[src/rtl/control_sequencer.sv]
// Instruction sequencer for the 8-bit accumulator computer.
// Moore FSM plus a memory-latency wait counter driving datapath strobes.
//
// Ports:
//   clock, reset        rising-edge clock, synchronous active-high reset
//   IR, CCR_Result      current opcode and N/Z/V/C flags
//   *_Load, PC_Inc      datapath load strobes
//   ALU_Sel, Bus1_Sel,  ALU operation and bus source selects
//   Bus2_Sel
//   write               memory write strobe
//   instr_done          final cycle of each instruction
//   illegal             pulse on an unsupported opcode
module control_sequencer #(
    parameter int unsigned MEM_LAT = 1
) (
    input  logic       clock,
    input  logic       reset,
    input  logic [7:0] IR,
    input  logic [3:0] CCR_Result,
    output logic       IR_Load,
    output logic       MAR_Load,
    output logic       PC_Load,
    output logic       PC_Inc,
    output logic       A_Load,
    output logic       B_Load,
    output logic       CCR_Load,
    output logic [2:0] ALU_Sel,
    output logic [1:0] Bus1_Sel,
    output logic [1:0] Bus2_Sel,
    output logic       write,
    output logic       instr_done,
    output logic       illegal
);

    localparam logic [3:0] LAT_M1 = 4'(MEM_LAT - 1);

    typedef enum logic [3:0] {
        FETCH_0, FETCH_W, FETCH_2, DECODE,
        OPA, OPA_W, LD_IMM, DIR_ADDR,
        DIR_W, LD_DIR, ST, BR_LOAD,
        BR_SKIP, ALU, ILLEGAL
    } state_t;

    state_t     state, state_n;
    logic [3:0] cnt, cnt_n;

    logic is_ldimm, is_lddir, is_st, is_br, is_alu;
    logic use_b, taken, first, in_wait, enter_wait;

    assign is_ldimm = (IR == 8'h86) || (IR == 8'h88);
    assign is_lddir = (IR == 8'h87) || (IR == 8'h89);
    assign is_st    = (IR == 8'h96) || (IR == 8'h97);
    assign is_br    = (IR >= 8'h20) && (IR <= 8'h28);
    assign is_alu   = (IR >= 8'h42) && (IR <= 8'h49);
    assign use_b    = (IR == 8'h88) || (IR == 8'h89)
                   || (IR == 8'h97);

    // first cycle of any wait state: counter still holds its load value
    assign first = (cnt == LAT_M1);

    always_comb begin
        taken = 1'b0;
        case (IR)
            8'h20:   taken = 1'b1;
            8'h21:   taken = CCR_Result[3];
            8'h22:   taken = ~CCR_Result[3];
            8'h23:   taken = CCR_Result[2];
            8'h24:   taken = ~CCR_Result[2];
            8'h25:   taken = CCR_Result[1];
            8'h26:   taken = ~CCR_Result[1];
            8'h27:   taken = CCR_Result[0];
            8'h28:   taken = ~CCR_Result[0];
            default: taken = 1'b0;
        endcase
    end

    always_ff @(posedge clock) begin
        if (reset) begin
            state <= FETCH_0;
            cnt   <= 4'd0;
        end else begin
            state <= state_n;
            cnt   <= cnt_n;
        end
    end

    always_comb begin
        state_n    = state;
        cnt_n      = cnt;
        IR_Load    = 1'b0;
        MAR_Load   = 1'b0;
        PC_Load    = 1'b0;
        PC_Inc     = 1'b0;
        A_Load     = 1'b0;
        B_Load     = 1'b0;
        CCR_Load   = 1'b0;
        ALU_Sel    = 3'b000;
        Bus1_Sel   = 2'b00;
        Bus2_Sel   = 2'b00;
        write      = 1'b0;
        instr_done = 1'b0;
        illegal    = 1'b0;
        in_wait    = 1'b0;
        enter_wait = 1'b0;

        case (state)
            FETCH_0: begin
                MAR_Load = 1'b1;
                Bus2_Sel = 2'b01;
                state_n  = FETCH_W;
            end
            FETCH_W: begin
                in_wait = 1'b1;
                PC_Inc  = first;
                if (cnt == 4'd0) state_n = FETCH_2;
            end
            FETCH_2: begin
                IR_Load  = 1'b1;
                Bus2_Sel = 2'b10;
                state_n  = DECODE;
            end
            DECODE: begin
                unique case (1'b1)
                    is_ldimm, is_lddir, is_st: state_n = OPA;
                    is_br:   state_n = taken ? OPA : BR_SKIP;
                    is_alu:  state_n = ALU;
                    default: state_n = ILLEGAL;
                endcase
            end
            OPA: begin
                MAR_Load = 1'b1;
                Bus2_Sel = 2'b01;
                state_n  = OPA_W;
            end
            OPA_W: begin
                in_wait = 1'b1;
                // branch operand is consumed by PC_Load, not stepped over
                PC_Inc  = first && !is_br;
                if (cnt == 4'd0) begin
                    unique case (1'b1)
                        is_ldimm: state_n = LD_IMM;
                        is_br:    state_n = BR_LOAD;
                        default:  state_n = DIR_ADDR;
                    endcase
                end
            end
            LD_IMM, LD_DIR: begin
                A_Load     = !use_b;
                B_Load     = use_b;
                Bus2_Sel   = 2'b10;
                instr_done = 1'b1;
                state_n    = FETCH_0;
            end
            DIR_ADDR: begin
                MAR_Load = 1'b1;
                Bus2_Sel = 2'b10;
                state_n  = is_st ? ST : DIR_W;
            end
            DIR_W: begin
                in_wait = 1'b1;
                if (cnt == 4'd0) state_n = LD_DIR;
            end
            ST: begin
                write      = 1'b1;
                Bus1_Sel   = use_b ? 2'b10 : 2'b01;
                Bus2_Sel   = 2'b01;
                instr_done = 1'b1;
                state_n    = FETCH_0;
            end
            BR_LOAD: begin
                PC_Load    = 1'b1;
                Bus2_Sel   = 2'b10;
                instr_done = 1'b1;
                state_n    = FETCH_0;
            end
            BR_SKIP: begin
                PC_Inc     = 1'b1;
                instr_done = 1'b1;
                state_n    = FETCH_0;
            end
            ALU: begin
                CCR_Load   = 1'b1;
                instr_done = 1'b1;
                state_n    = FETCH_0;
                case (IR)
                    8'h42:   ALU_Sel = 3'b000;
                    8'h43:   ALU_Sel = 3'b001;
                    8'h44:   ALU_Sel = 3'b010;
                    8'h45:   ALU_Sel = 3'b011;
                    8'h46,
                    8'h47:   ALU_Sel = 3'b100;
                    default: ALU_Sel = 3'b101;
                endcase
                if (IR == 8'h47 || IR == 8'h49) begin
                    Bus1_Sel = 2'b10;
                    B_Load   = 1'b1;
                end else begin
                    Bus1_Sel = 2'b01;
                    A_Load   = 1'b1;
                end
            end
            ILLEGAL: begin
                illegal    = 1'b1;
                instr_done = 1'b1;
                state_n    = FETCH_0;
            end
            default: state_n = FETCH_0;
        endcase

        enter_wait = (state_n != state)
                  && (state_n == FETCH_W
                   || state_n == OPA_W
                   || state_n == DIR_W);
        if (enter_wait)
            cnt_n = LAT_M1;
        else if (in_wait && cnt != 4'd0)
            cnt_n = cnt - 4'd1;

        // outputs are quiet for the whole time reset is held
        if (reset) begin
            IR_Load    = 1'b0;
            MAR_Load   = 1'b0;
            PC_Load    = 1'b0;
            PC_Inc     = 1'b0;
            A_Load     = 1'b0;
            B_Load     = 1'b0;
            CCR_Load   = 1'b0;
            ALU_Sel    = 3'b000;
            Bus1_Sel   = 2'b00;
            Bus2_Sel   = 2'b00;
            write      = 1'b0;
            instr_done = 1'b0;
            illegal    = 1'b0;
        end
    end

endmodule

[config.mk]
export PLATFORM = sky130hd
export DESIGN_NAME = control_sequencer
export DESIGN_NICKNAME = d
export VERILOG_FILES = /design/src/rtl/control_sequencer.sv
export SDC_FILE = /design/constraint.sdc
export NUM_CORES = 1
export LEC_CHECK = 0
export BUFFER_PORTS_ARGS = -buffer_cell sky130_fd_sc_hd__buf_4
export CAP_MARGIN = 20
export CORE_ASPECT_RATIO = 0.6
export CORE_UTILIZATION = 45
export DETAILED_ROUTE_END_ITERATION = 8
export PLACE_DENSITY = 0.7
export RECOVER_POWER = 25
export SYNTH_ARGS = -nofsm -noshare
export SYNTH_HDL_FRONTEND = slang
export SYNTH_SLANG_ARGS = --single-unit
[constraint.sdc]
create_clock -name clock -period 7.1 [get_ports clock]
set_input_delay 0.355 -clock clock [delete_from_list [all_inputs] [get_ports clock]]
set_output_delay 0.355 -clock clock [all_outputs]
set_load 0.02 [all_outputs]
* Yosys cells after proc, flatten, opt, wreduce, memory -nomap -nowiden
Index checks and enable logic that the tools add are counted.
Storage, ports and cells: register bits 8, latch bits 0, RAM bits 0, bits in read-only memories 0, input bits 14, output and inout port bits 17, memories 0
Cells by class: $add $sub $neg 1, $mul 0, div/mod/pow operators 0, $lt $le $gt $ge 4, eq/ne operators 40, shift-type cells 0, mux-type cells 41, bitwise logic cells 4, reductions and logical operators 27
Operators by type and width (number):
- 8-bit by 6-bit equality test with 1-bit output (second input constant) | 9
- 8-bit by 7-bit equality test with 1-bit output (second input constant) | 7
- 8-bit equality test (second input constant) | 6
- 4-bit equality test (second input constant) | 8
- 4-bit case mux with 8 select lines | 1
- 4-bit by 3-bit equality test with 1-bit output (second input constant) | 5
- 1-bit 2-to-1 mux | 20
- 4-bit 2-to-1 mux | 4
- 3-bit case mux with 5 select lines | 1
- 4-bit case mux with 3 select lines | 1
- 3-bit OR reduction | 4
- 2-bit 2-to-1 mux | 5
- 1-bit case mux with 9 select lines | 1
- 4-bit by 1-bit equality test with 1-bit output (second input constant) | 2
- 4-bit by 2-bit equality test with 1-bit output (second input constant) | 2
- 8-bit by 6-bit >= comparator with 1-bit output (second input constant) | 1
- 8-bit by 7-bit >= comparator with 1-bit output (second input constant) | 1
- 8-bit by 6-bit less-or-equal comparator with 1-bit output (second input constant) | 1
- 8-bit by 7-bit less-or-equal comparator with 1-bit output (second input constant) | 1
- 4-bit logical NOT | 2
- 1-bit logical OR | 8
- 2-bit case mux with 2 select lines | 2
- 4-bit case mux with 2 select lines | 1
- 7-bit OR reduction | 1
- 11 further kinds | 23

* Logic depth before layout (Yosys ltp)
Gate-level depths: netlist of the first run.
word-level depth 10, gate-level depth with buffers 9, depth with buffers taken out 9

* Least setup slack after synthesis of the first run
No wires, ideal clock.
path type register to output, from reg state[3], to out instr_done, arrival time 2.006 ns, data required time 6.745 ns, slack 4.739 ns, cell stages (with the launch flop) 5, path through dfxtp_1 buf_2 buf_1 o21ai_0 a2111oi_0
Between the ends: cells in the longest elaborated chain, start to end 4, elaborated cells between the ends (all ways) 10
Ends and longest elaborated chain:
- start: declaration | RTL line 44 | state_t state, state_n;
- start signal: assignment | RTL line 82 | state <= state_n;
- 4-bit equality test or 4-bit by 3-bit equality test with 1-bit output (tied branches) | RTL line 106 | case (state)
- 7-bit OR reduction (no source line) (*)
- 1-bit 2-to-1 mux (*) | RTL line 106
- 1-bit 2-to-1 mux (*) | RTL line 220 | if (reset) begin
- end: declaration | RTL line 31 | output logic instr_done,
Every way passes the cells marked *; elsewhere a longest branch is shown, timed or not.

* Final worst setup path of the first run
from reg state[3], to reg cnt[1]
Between the ends: cells in the longest elaborated chain, start to end 7, elaborated cells between the ends (all ways) 23
Ends and longest elaborated chain:
- 4-bit equality test, or another cell as far along | RTL line 106
- 4-bit case mux with 8 select lines | RTL line 106
- 4-bit by 1-bit equality test with 1-bit output or 4-bit by 3-bit equality test with 1-bit output (tied branches) | RTL line 211, 212
- 1-bit logical OR | RTL line 212 | || state_n == OPA_W
- 1-bit logical OR | RTL line 213 | || state_n == DIR_W);
- 1-bit logical AND | RTL line 211 | && (state_n == FETCH_W
- 2-bit OR reduction (no source line)
- end signal: assignment | RTL line 83 | cnt <= cnt_n;
- end: declaration | RTL line 45 | logic [3:0] cnt, cnt_n;
Parallel ways exist; a longest one is shown, timed or not. A chain may end at the register's enable or synchronous reset.

==> results of run 1 <==
Yosys cell counts (3+ instances only):
cell                       number  share of area, %
sky130_fd_sc_hd__nand2b_1       5               2.8
sky130_fd_sc_hd__buf_2          4               1.8
sky130_fd_sc_hd__and3_1         4               2.3
sky130_fd_sc_hd__clkbuf_1       6               2.0
sky130_fd_sc_hd__dfxtp_1        8                14
sky130_fd_sc_hd__nand2_1        9               3.1
sky130_fd_sc_hd__a21o_1         3               2.0
sky130_fd_sc_hd__o22ai_1        5               2.8
sky130_fd_sc_hd__nor2_1        20               6.8
sky130_fd_sc_hd__nand3_1        4               1.8
sky130_fd_sc_hd__inv_1          6               2.0
sky130_fd_sc_hd__and4b_1        3               2.7
sky130_fd_sc_hd__a21oi_1        9               4.1
sky130_fd_sc_hd__nor2b_1        6               3.4
sky130_fd_sc_hd__nor3_1        11               5.0
sky130_fd_sc_hd__o21ai_0       10               4.5
sky130_fd_sc_hd__or3_1          7               4.0
sky130_fd_sc_hd__nor3b_1        4               2.7
sky130_fd_sc_hd__o31ai_1        5               3.4
cell families (layout without fill, tap and decap cells):
logic type | count (synthesis) | after routing | synth area share (%)
DFF | 8 | 8 | 14.5
xor gates and xnor gates | 1 | 1 | 0.793
and+or+nand+nor | 85 | 85 | 44.3
muxes | 1 | 1 | 0.906
AOI/OAI and AO/OA | 48 | 48 | 30.8
buffers and inverters | 19 | 39 | 7.59
adders and majority gates | 1 | 1 | 1.13
cell type report:
cell class | instances | area [um2] | share of cell area, %
timing repair buffer | 30 | 214 | 16.0
sequential | 8 | 160 | 12.0
clock buffer | 3 | 41.3 | 3.10
multi-input combinational | 136 | 858 | 64.4
tap | 30 | 37.5 | 2.81
inverter | 6 | 22.5 | 1.69
cells in the final DEF (no fill, tap or decap), drive strengths merged, types with 2 or more instances in the layout:
cell type / n
nand2: 9
o21ai: 11
a21oi: 9
nor4: 2
a31oi: 2
clkbuf: 6
nor3b: 4
and3: 4
nor4b: 3
o22ai: 5
a21o: 3
nand2b: 5
nand3: 4
o31ai: 5
nor2: 20
a211oi: 3
a21boi: 2
or3b: 2
inv: 6
or3: 7
a311o: 2
buf: 27
nor3: 11
and4b: 3
dfxtp: 8
o21a: 2
nor2b: 6
critical path, delay by kind of cell, from the launching register on:
family | cells | cell delay (ns)
and+or+nand+nor | 4 | 1.22
DFF | 1 | 0.68
AOI/OAI and AO/OA | 3 | 0.64
path summary, 6_finish.rpt:
kind                       start                  end  slack, ns
max          state[3]$_SDFF_PP0_  cnt[1]$_SDFFE_PP0P_       4.44
min                        reset  state[0]$_SDFF_PP0_       0.45
max reg2reg  state[3]$_SDFF_PP0_  cnt[1]$_SDFFE_PP0P_       4.44
min reg2reg  cnt[0]$_SDFFE_PP0P_  cnt[0]$_SDFFE_PP0P_       0.50
stage by stage:
step	cells	hold slack (ns)	area, um2	setup slack (ns)	power (mW)
global placement	210	0.460	1310	4.58	0.327
global route	213	0.449	1330	4.26	0.420
CTS	213	0.442	1350	4.47	0.393
finish	213	0.448	1330	4.44	0.391
floorplan	163	0.447	1100	4.74	0.280
detailed placement	210	0.498	1310	4.49	0.334
registers in the layout, indices dropped and copies added (netlist names):
register,count
cnt,4
state,4
metal layers:
layer  vias to the layer above  GRT usage (%)  share of wire (%)
met5                         -              0                  0
met4                         0           3.19                  0
met3                         0           5.11                6.7
met2                        49           39.5                 41
met1                       592           37.1                 52
li1                        651              -                  -
power by group through the flow:
| stage | combinational [mW] | clock (mW) | sequential, mW |
|---|---|---|---|
| 2_1_floorplan | 0.215 | 0 | 0.0658 |
| 3_3_place_gp | 0.229 | 0 | 0.0982 |
| 3_5_place_dp | 0.234 | 0 | 0.0996 |
| 4_1_cts | 0.236 | 0.0576 | 0.0987 |
| 5_1_grt | 0.255 | 0.0594 | 0.106 |
| 6_report | 0.234 | 0.0565 | 0.100 |
==> impl_summary.md, run 1 <==
Yosys
The number of different library cells used by synthesis comes to 46. Synthesis produced a netlist whose cell count is 163. The per-instance average area after synthesis is 6.78 um2. The number of nets produced by synthesis is 178.

The most frequently used flop master after synthesis is sky130_fd_sc_hd__dfxtp_1. The count of synthesis-stage warnings from yosys is 0. Counting flops with a built-in enable in the synthesized netlist gives 0. In the synthesized netlist the async set-or-reset flop fraction comes to 0%. After synthesis, flip-flops and latches occupy 14.5% of the total area. Counting flops and latches in the post-synthesis netlist gives 8. The post-synth design cell area is 0.00110 mm2.

Power and ir drop
The power density over the cells is 293 mW/mm2. The fraction of power spent switching nets is 50.3%. For this design the static power due to leakage is 0.534 nW. Cell internal power was estimated by the tool at 194 uW. The part of the total power dissipated in combinational logic is 59.9%. Summed over all nets, the switching power comes to 196 uW.

Registers are responsible for 25.6% of the overall power. Per report_power, the clock group accounts for 14.5% of the total. Across the VDD grid, the largest voltage drop is 0.146 mV.

Die
The width of the chip is 66.0 um. The number of top-level design ports is 31. For this configuration, the core starts out at a cell density of 49.2%. The floorplan step defined a die boundary enclosing 0.00266 mm2. The row count is 13. The core region is 0.00224 mm2.

The height of the die is 40.4 um.

Clock tree
The clock passes through at most 2 buffers. Clock-pin slew was measured on the worst setup and hold paths at 0.05 ns. The clock tree root driver cell is sky130_fd_sc_hd__clkbuf_8. The number of setup buffers added after CTS is 0. TritonCTS built the clock tree.

In this run the number of H-tree levels came out at 1. The number of buffers added by the clock tree synthesis step is 3. The number of resized instances in the post-cts repair step is 0. The clock insertion delay at the later pin of the skew report is 0.23 ns. The quantity of hold-fixing buffers added after cts is 0. The number of clock sinks is 8.

Setup path
The kind of start point of the critical path is a flip-flop. Measured in cells, the most critical reg-to-reg path has a length of 7. The largest incremental delay on the critical path is 0.68 ns. The signal on the critical path passes through or3b_1 > and4b_1 > a211oi_2 > nor2_1 > or3_1 > a21boi_2 > o22ai_1. The required time at the worst-slack endpoint is 7.21 ns. By startpoint and endpoint, the worst setup path is classified as flip-flop to flip-flop. The maximum fanout encountered on the critical timing path is 20.

On the critical path, the stage with the largest delay is an instance of sky130_fd_sc_hd__dfxtp_1. Data on the critical path arrives at its endpoint at 2.77 ns. STA classifies the critical path endpoint as a flip-flop.

STA
The fraction of the cycle the final worst path needs is 37.5%. The minimum clock period after layout is 2.66 ns. The number of max-slew violations in the final report is 0.

The worst pin sits at a relative slew slack of 51.1%. The final setup TNS is 0 ns. The slew at the pin closest to its max-slew limit is 0.723 ns.

The post-route clock skew is 0.00536 ns. The number of failing hold endpoints at the final stage is 0. Derived from the worst setup path, the maximum achievable clock frequency is 0.376 GHz.

Setup repair after global routing left no endpoint under its margin. Setup violations remaining at the end of the flow were counted as 0.

Worst hold path
The worst hold path passes through 2 cells. The type of the worst min-delay path is input pin to flip-flop.

GRT
The total global routing overflow is 0. The largest net degree at the start of global routing is 22. The all-layer global routing usage is 25.5%. The first global-routing pass estimated 5.06 mm of wire. The number of antenna violations at the first check in global routing is 0. The via count of the first global-routing pass is 1060.

Final layout
The area growth from synthesis to layout is 20.7%. The number of antenna cells inserted is 0. The layout cell share with drive strength beyond 1 is 20.2%. The fill cell instance count of the final layout is 212. The layout net count is 200.

At the end of the flow the core is filled with cells to 59.4%.

Route
The first-pass iteration count of the detailed router is 4. In the routed layout, each cell is associated on average with a via count of 6.07. In the final routed layout, each cell accounts on average for 14.7 um.

The final routed wirelength across all metal layers is 3.13 mm. The iteration-0 DRC count of the detailed router is 101. The via count is 1292.

After detailed routing, the number of remaining DRC violations is 0. Once detail routing completed, the nets flagged for antenna violations numbered 0.

Placed design
The count of buffers added on input and output ports is 30. The placed wire-length estimate after detailed placement is 2.35 mm. The placer's final routability congestion estimate is 0.899.

Status
The run finished with clean final reports.

Job
Max-cap violations in this run came to 0.
No activity file was read; power rests on OpenSTA's default activity.
==> run 2, diff against run 1 <==
- PLACE_DENSITY: 0.7 -> 0.73
- clock period: 7.1 -> 2.3 ns (I/O delays scaled with it)
==> run 2 against run 1 <==
Net effect: the run now ends with negative setup slack left; worst hold slack worse by 0.23 ns; wire length rose by 11%; design area increased by 12%; sequential share of layout area decreased by 1.2 points; critical endpoint unchanged.
==> impl_summary.md, run 2 (synthesized netlist as in run 1, its figures left out) <==
Final layout
The final layout contains 216 nets. The largest registers in the layout are cnt (4), state (4). Registers take 161 um2. Once layout is done, the placed cells without fillers occupy 0.00150 mm2. The repair_antennas step left the layout with diodes totalling 0. The post-route netlist has 31.7% of its cells at a drive strength greater than 1. The top cell types in the final layout, fill and taps aside, are 44 x sky130_fd_sc_hd__buf_4, 20 x sky130_fd_sc_hd__nor2_1, 11 x sky130_fd_sc_hd__nor3_1, 9 x sky130_fd_sc_hd__nand2_1.

The fill cell instance count of the final layout is 193. The area of combinational cells with multiple inputs is 895 um2. The final cell count without fillers is 229. Leaving out fill and tap cells, the most frequent cell in the layout is sky130_fd_sc_hd__buf_4. Relative to the synthesized area, the layout overhead comes to 35.3%.

Route
After detailed routing, the number of vias per cell comes to 6.15. The iteration-0 DRC count of the detailed router is 223. In this run the remaining antenna-violating nets after routing total 0.

The final layout contains routed wiring with a total length of 3.47 mm. After detailed routing, the number of remaining DRC violations is 0. The first-pass iteration count of the detailed router is 5. The routed length per instance is 15.1 um.

The detailed router placed 1408 vias in this run.

Power and ir drop
The worst vdd rail ir drop is 0.457 mV. The analysis attributes to cell leakage a power of 0.631 nW. Dividing total power by cell area gives a power density of 984 mW/mm2.

Placed design
The instance area after placement is 0.00140 mm2. The placer's final routability congestion estimate is 0.873. Buffers placed on the I/O ports in this run total 30. The count of placed standard cells including taps is 222. The wire-length estimate of the detail-placed layout is 2.44 mm.

Setup path
The largest incremental delay on the critical path is 0.39 ns. The number of buffers and inverters on the critical path is 1. The worst setup path is launched from a flip-flop. STA puts the critical path data arrival time at 2.42 ns. The largest individual stage delay along the critical path comes from the cell sky130_fd_sc_hd__or3b_4. The category of the critical setup timing path is flip-flop to flip-flop.

The required time at the worst-slack endpoint is 2.41 ns. In this design, the largest share of critical-path delay is due to compound AO/OA/AOI/OAI gates. Of all nets on the critical path, the largest fanout is 4. The critical path goes through inv_2 > ha_4 > or3b_4 > o21a_1 > a211oi_2 > nor2_1 > or3_1 > a21boi_2 > o22ai_1. The capturing element type of the critical path is a flip-flop.

Clock tree
The buffer depth of the longest clock path is 2. The clock tree root driver cell is sky130_fd_sc_hd__clkbuf_8. The clock tree from TritonCTS is yes. The number of clock sinks is 8. The number of buffers added by the clock tree synthesis step is 3. The later pin in the worst-skew pair is clocked with a latency of 0.23 ns. The H-tree depth reported by CTS is 1. After clock tree synthesis, the clock-pin slew on the worst setup and hold paths is 0.04 ns.

STA
Setup violations remaining at the end of the flow were counted as 2. The number of failing hold endpoints at the final stage is 0. The fraction of the cycle the final worst path needs is 101%. The minimum clock period after layout is 2.32 ns. The final setup TNS is -0.0263 ns. The maximum clock frequency is 0.432 GHz. Measured against its own limit, the worst slew margin works out to 68.5%.

The final-layout worst hold slack is 0.215 ns. Across all setup checks in the final design, the least slack found is -0.0161 ns. The post-route clock skew is 0.00329 ns.

The number of max-slew violations in the final report came to 0. Setup repair after global routing could not meet its margin everywhere. At the pin with the least slew margin, the transition time is 0.472 ns.

GRT
The largest net degree at the start of global routing is 22. After global routing, the most crowded layer is met2. In the global route stage, overall resource usage came out at 27.0%. The met3 track utilization from global routing is 6.25%. For met1 alone, demand over resource in global routing was 37.7%. The via count of the first global-routing pass is 1162. The met2 track demand over resource is 43.1%. Global routing finished with a remaining overflow of 0. The number of antenna violations at the first check in global routing is 0. The first global-routing pass estimated 5.33 mm of wire.

Die
In this run the standard cell core region covers 0.00224 mm2. The height of the die is 40.4 um. The die covers 0.00266 mm2. The initial core utilization is 49.2%.

For this design the top-level I/O count stands at 31. The row count is 13. The width of the chip is 66.0 um.

Worst hold path
The path class of the tightest hold or removal check is input pin to flip-flop.

Status
The flow ran to the end, but the final reports show violations. The final reports fail on negative setup slack.

Job
The number of max-cap violations is 0.
==> run 2: worst paths after layout <==
check                       from                   to  slack (ns)  cells past startpoint
max          cnt[0]$_SDFFE_PP0P_  cnt[1]$_SDFFE_PP0P_       -0.02                      9
min                        reset  state[0]$_SDFF_PP0_        0.22                      2
max reg2reg  cnt[0]$_SDFFE_PP0P_  cnt[1]$_SDFFE_PP0P_       -0.02                      9
min reg2reg  cnt[3]$_SDFFE_PP0P_  cnt[3]$_SDFFE_PP0P_        0.57                      2
==> run 2: layout make-up <==
class / count / share of cell area (%)
Multi-Input combinational cell: 136 / 59.8
Sequential cell: 8 / 10.8
Timing Repair Buffer: 46 / 22.6
Tap cell: 30 / 2.51
Clock buffer: 3 / 2.76
Inverter: 6 / 1.51
==> run 2: metrics by stage <==
step | total power [mW] | utilization (%) | setup slack [ns]
3_3_place_gp | 1.11 | 62.2 | -0.0412
4_1_cts | 1.35 | 65.2 | 0.0226
5_1_grt | 1.57 | 66.6 | -0.117
2_1_floorplan | 0.865 | - | 0.0194
6_report | 1.47 | 66.6 | -0.0161
3_5_place_dp | 1.14 | 62.2 | -0.137
==> run 2: timing repair <==
item	CTS	global route
resized for setup	3	9
setup buffers	2	2
hold buffers	0	0
endpoints found under the hold margin	0	0
gates cloned	0	0
endpoints found under the setup margin	4	4
pin swaps	3	5
==> run 2: power breakdown <==
group / internal [mW] / leakage (nW) / switching, mW
combinational: 0.487 / 0.543 / 0.597
clock: 0.114 / 0.0216 / 0.0582
sequential: 0.183 / 0.0661 / 0.0336
==> run 2: per-layer routing <==
metal  share of wire, %  routed length (um)
met1                 49                1680
met2                 41                1410
met3                9.3                 324
met5                  0                   0
met4                1.5                  53
